**src/rtl/fifo_wr_ctrl.sv**
```systemverilog
// Write-side controller of an async FIFO: write pointer, rptr synchroniser and registered full flag.
// Optional almost-full output enabled by defining FIFO_WR_ALMOST_FULL_EN.
module fifo_wr_ctrl #(
  parameter int P_SIZE      = 4,
  parameter int SYNC_STAGES = 2
`ifdef FIFO_WR_ALMOST_FULL_EN
  , parameter int AF_THRESH = 6
`endif
) (
  input  logic              W_CLK,
  input  logic              W_RST,
  input  logic              W_INC,
  input  logic [P_SIZE-1:0] rptr_gray,
  output logic              wclk_en,
  output logic [P_SIZE-2:0] waddr,
  output logic [P_SIZE-1:0] wptr_gray,
  output logic              WFULL,
  output logic              wr_overflow
`ifdef FIFO_WR_ALMOST_FULL_EN
  , output logic            WALMOST_FULL
`endif
);

  logic [P_SIZE-1:0] wbin;
  logic [P_SIZE-1:0] wbin_next;
  logic [P_SIZE-1:0] wgray_next;
  logic [P_SIZE-1:0] rq [SYNC_STAGES];
  logic [P_SIZE-1:0] rq_s;
  logic [P_SIZE-1:0] full_cmp;

  // W_RST gates the enable so no memory write can be issued while in reset.
  assign wclk_en    = W_INC & ~WFULL & W_RST;
  assign waddr      = wbin[P_SIZE-2:0];
  assign wbin_next  = wbin + {{(P_SIZE-1){1'b0}}, wclk_en};
  assign wgray_next = (wbin_next >> 1) ^ wbin_next;

  assign rq_s     = rq[SYNC_STAGES-1];
  // Full when the write pointer is exactly one lap ahead: top two Gray bits inverted.
  assign full_cmp = {~rq_s[P_SIZE-1:P_SIZE-2], rq_s[P_SIZE-3:0]};

  // NOTE: sequential state uses non-blocking assignments so every flop samples pre-edge values.
  always_ff @(posedge W_CLK or negedge W_RST) begin
    if (!W_RST) begin
      wbin        <= '0;
      wptr_gray   <= '0;
      WFULL       <= 1'b0;
      wr_overflow <= 1'b0;
    end else begin
      wbin        <= wbin_next;
      wptr_gray   <= wgray_next;
      WFULL       <= (wgray_next == full_cmp);
      wr_overflow <= wr_overflow | (W_INC & WFULL);
    end
  end

  // NOTE: the synchroniser is a register chain, not a memory, so each stage is reset explicitly.
  always_ff @(posedge W_CLK or negedge W_RST) begin
    if (!W_RST) begin
      for (int k = 0; k < SYNC_STAGES; k++) rq[k] <= '0;
    end else begin
      rq[0] <= rptr_gray;
      for (int k = 1; k < SYNC_STAGES; k++) rq[k] <= rq[k-1];
    end
  end

`ifdef FIFO_WR_ALMOST_FULL_EN
  logic [P_SIZE-1:0] rbin_s;
  logic [P_SIZE-1:0] count;

  // NOTE: every always_comb output gets a value on every path, so no latch is inferred.
  always_comb begin
    rbin_s = '0;
    for (int i = 0; i < P_SIZE; i++) rbin_s[i] = ^(rq_s >> i);
  end

  assign count = wbin_next - rbin_s;

  always_ff @(posedge W_CLK or negedge W_RST) begin
    if (!W_RST) WALMOST_FULL <= 1'b0;
    else        WALMOST_FULL <= (int'(count) >= AF_THRESH);
  end
`endif

endmodule

```
**config.mk**
```make
export PLATFORM = sky130hd
export DESIGN_NAME = fifo_wr_ctrl
export DESIGN_NICKNAME = d
export VERILOG_FILES = /design/src/rtl/fifo_wr_ctrl.sv
export SDC_FILE = /design/constraint.sdc
export NUM_CORES = 1
export LEC_CHECK = 0
export BUFFER_PORTS_ARGS = -buffer_cell sky130_fd_sc_hd__buf_4
export CAP_MARGIN = 10
export CORE_MARGIN = 2
export CORE_UTILIZATION = 48
export CTS_CLUSTER_SIZE = 10
export DETAILED_ROUTE_END_ITERATION = 8
export PLACE_DENSITY = 0.74
export SLEW_MARGIN = 20
export SYNTH_ARGS = -nofsm -noshare
export SYNTH_HDL_FRONTEND = slang
export SYNTH_SLANG_ARGS = --single-unit
```
**constraint.sdc**
```tcl
create_clock -name W_CLK -period 2.2 [get_ports W_CLK]
set_input_delay 0.11 -clock W_CLK [delete_from_list [all_inputs] [get_ports W_CLK]]
set_output_delay 0.11 -clock W_CLK [all_outputs]
set_load 0.05 [all_outputs]
```
======== After elaboration in Yosys (flattened, before gate mapping) ========
Cells that the tools add are included.
storage, ports and cells
  word-level logic and storage cells ...... 15
  register bits after elaboration ......... 18
  bits of input ports ..................... 7
  output and inout bits ................... 10
operators by class
  bitwise logic cells ..................... 7
  $add $sub $neg .......................... 1
  eq/ne operators ......................... 1
operators with widths
  cell                        count
  adder 4 x 1 -> 4 bit        1
  equality test 4 bit         1
  bitwise XOR 3 x 4 -> 4 bit  1
  AND 1 bit                   3
  NOT 2 bit                   1
  NOT 1 bit                   1
  OR 1 bit                    1

======== Longest topological paths before layout ========
  depth after elaboration ................. 6
  gate-level depth with buffers ........... 6
  depth with buffers taken out ............ 6

======== Worst setup path after synthesis ========
OpenSTA, ideal clock, no wires.
  kind .................................... register to register
  start point ............................. register WFULL
  end point ............................... register WFULL
  data arrival time ....................... 2.630 ns
  clock period less this slack ............ 2.717 ns
  buffers on the path ..................... 0
  stages on the path, launching flop included .. 7
  library setup time ...................... 0.087 ns
  data required time ...................... 2.113 ns
  setup slack ............................. -0.517 ns
  path through ............................ dfrtp_1 and3b_1 ha_1 ha_1 xor3_1 or3_1 a211oi_2
between the ends
  longest elaborated chain between the ends .. 6
RTL lines
  element                     line  source
  from (decl)                 17    output logic WFULL,
  from (signal assigned)      51    WFULL <= (wgray_next == full_cmp);
  NOT 1 bit                   32    assign wclk_en = W_INC & ~WFULL & W_RST;
  AND 1 bit (2 in a row)      32
  net wclk_en                 14    output logic wclk_en,
  adder 4 x 1 -> 4 bit        34    assign wbin_next = wbin + {{(P_SIZE-1){1'b0}}, wclk_en};
  bitwise XOR 3 x 4 -> 4 bit  35    assign wgray_next = (wbin_next >> 1) ^ wbin_next;
  equality test 4 bit         51
The timed path passes the listed nets, and every way through them passes these cells.

======== Worst setup path after layout ========
  start point ............................. input W_RST
  end point ............................... register WFULL
between the ends
  longest elaborated chain between the ends .. 4
RTL lines
  element                     line  source
  from (decl)                 11    input logic W_RST,
  AND 1 bit                   32
  adder 4 x 1 -> 4 bit        34
  bitwise XOR 3 x 4 -> 4 bit  35
  equality test 4 bit         51
No other way between the ends.

==> flow_summary.ini <==
[outcome]
status = completed

[hold_path]
hold_path.class = in2reg
whs_path_depth = 2

[yosys]
synth_area_leaders = dfrtp_1 67%, xor3_1 7.5%, xor2_1 6.9%
synth_top_cell_area_share_pct = 67.3
netlist_instances = 37
ys_types = 11
synth.avg_cell_area_sq_um = 17.1
synth_warnings = 0
synth_edf_count = 0
synth_area_leader_cell = dfrtp_1
synth_ff_type = dfrtp_1
synth_seq_cells = 17
synth-seq-area-share_pct = 67.3
synth.most_common_cell = dfrtp_1
synthArstFlopShare_pct = 100
syn_area_sq_um = 632
ys_top_cells_by_count = 17 x dfrtp_1, 5 x xor2_1, 4 x xnor2_1
synth_nets = 46

[pwr]
power.density_nw_per_um2 = 1650
ir_worst_vdd_uv = 1030
power.total_mw = 1.45
leakage_nw = 0.411

[finish]
regArea_sq_um = 427
final_util_pct = 69.1
antenna_cells = 0
fillCellCount = 91
multiInputGateArea_sq_um = 235
fin_nets = 72
syn2layout_area_growth_pct = 38.8
drive_above_1_share_pct = 40.3

[floorplan]
dieWidth_um = 40.3
rows = 13
pin_count = 17
design.core.area_sq_um = 1270
die-area_sq_um = 1620
die_h_um = 40.3
start_util_pct = 49.8

[detailed_routing]
drt_iter0_drc = 2
drc_errors = 0
dr.pass1.iters = 2
drt_wl_total_um = 1020
route.vias.total = 355
ant_nets = 0
drt-vias-per-instance = 4.61
wire_per_inst_um = 13.2

[clocking]
cts_tree = built
insertion_delay_ps = 290
clkTransAtPathRegs_ps = 90
root_buffer = clkbuf_4
post_cts_buffers = 0
cts_max_level = 1
cts_made_buffers = 3
ctsLongestPathBuffers = 2
cts.sink_count = 17

[sta]
rsz0062_at_grt = no
setup_viol = 0
maxSlewHeadroom_pct = 85.1
skew_ps = 8.98
post-route-min-period_ps = 2110
tns_ps = 0
fin_crit_sh_pct = 96.0
fmax_mhz = 473
drv_slew = 0
finalHoldViolCount = 0
tightestPinTransition_ps = 222

[setup_path]
critical_path.max_fanout = 18
path_buf_inv = 2
cp.depth = 8
crit_chain = dlygate4sd3_1 -> buf_4 -> and3b_4 -> ha_4 -> ha_4 -> xor3_1 -> or3_1 -> a211oi_2
critPathArrivalTime_ps = 2310
slowest_delay_ps = 530
cp_slowest_cell = dlygate4sd3_1
r2r_cells = 6
crit_family = buffers and inverters
crit_top_cell = ha_4
cp.required_ps = 2390
worst-setup-path-type = in2reg
worstSetupStartpointType = primary input
endpoint_kind = register

[global_route]
track_usage_pct = 14.9
grt-busiest-layer = met2
use_met1_pct = 14.9
grt_first_pass_wirelength_um = 1460
grt_antenna_before_repair = 0
grtUsageMet3_pct = 3.33
grtUsageMet2_pct = 25.8
grt_pass1_vias = 359
grt_max_degree = 19
overflow = 0

[place]
portBuffers = 16
dp_hpwl_um = 691
place_congestion = 0.735

[flow_run]
max-cap-violations = 0
==> where the power goes <==
group	internal [mW]	switching [mW]	total (mW)
registers	0.407	0.0726	0.480
logic	0.325	0.486	0.810
clock network	0.0704	0.0906	0.161
==> final timing paths <==
| path | start | to | slack (ps) |
|---|---|---|---|
| setup / recovery | W_RST | WFULL | 90 |
| hold / removal | W_INC | wr_overflow | 40 |
| setup reg to reg | WFULL | WFULL | 210 |
| hold reg to reg | rq[7] | rq_s[3] | 360 |
| max in group asynchronous | W_RST | WFULL | 1770 |
| min in group asynchronous | W_RST | wbin[2] | 210 |
==> stage by stage <==
stage                     hold slack (ps)  cell area, sq um  cells  worst slack, ps
after floorplan                      -186               662     37             42.7
after global placement              -22.6               801     68              315
after global routing                 29.3               877     77             9.32
after CTS                            35.8               877     77             78.9
final                                42.6               877     77             87.6
after detailed placement            -15.2               801     68              226
==> cells in the final DEF (no fill, tap or decap), drive strengths merged <==
master / Yosys / layout
buf: 0 / 16
dfrtp: 17 / 17
a211oi: 1 / 1
dlygate4sd3: 0 / 5
a21o: 1 / 1
xor2: 5 / 5
and3b: 1 / 1
a21bo: 1 / 1
clkbuf: 0 / 4
xor3: 2 / 2
or3: 1 / 1
xnor2: 4 / 4
ha: 2 / 2
nand3: 2 / 2
==> cells by family (layout without fill, tap and decap cells) <==
| logic type | Yosys count | after routing | synth area share, % |
|---|---|---|---|
| XOR/XNOR | 11 | 11 | 20.0 |
| AND/OR/NAND/NOR | 4 | 4 | 3.96 |
| buffers and inverters | 0 | 25 | 0 |
| adder cells (fa/ha/maj) | 2 | 2 | 3.96 |
| AO/OA/AOI/OAI | 3 | 3 | 4.75 |
| flip-flops | 17 | 17 | 67.3 |
==> registers in the layout, summed over array words and instances (netlist names) <==
name         cells
rq_s             4
wptr_gray        3
wr_overflow      1
rq               4
wbin             4
WFULL            1
==> layer usage <==
layer	vias up	routed length, um
met5	-	0
li1	172	-
met4	0	8
met1	165	452
met3	2	68
met2	16	489
==> worst reg2reg max path, cell delays in order, from the launching register on <==
cell and delay [ps]:
dfrtp_2 420, and3b_4 310, ha_4 150, ha_4 150, xor3_1 240, or3_1 390, a211oi_2 230
==> area by class of cell <==
type | count | area share, %
multi-input combinational | 20 | 26.8
timing repair buffer | 21 | 19.4
sequential | 17 | 48.6
clock buffer | 4 | 3.00
tap | 15 | 2.14
==> what timing repair did <==
action,in CTS,in global routing
endpoints found under the hold margin,21,0
endpoints found under the setup margin,0,0
resized for setup,0,0
hold buffers,5,0
No activity file was read; power rests on OpenSTA's default activity.
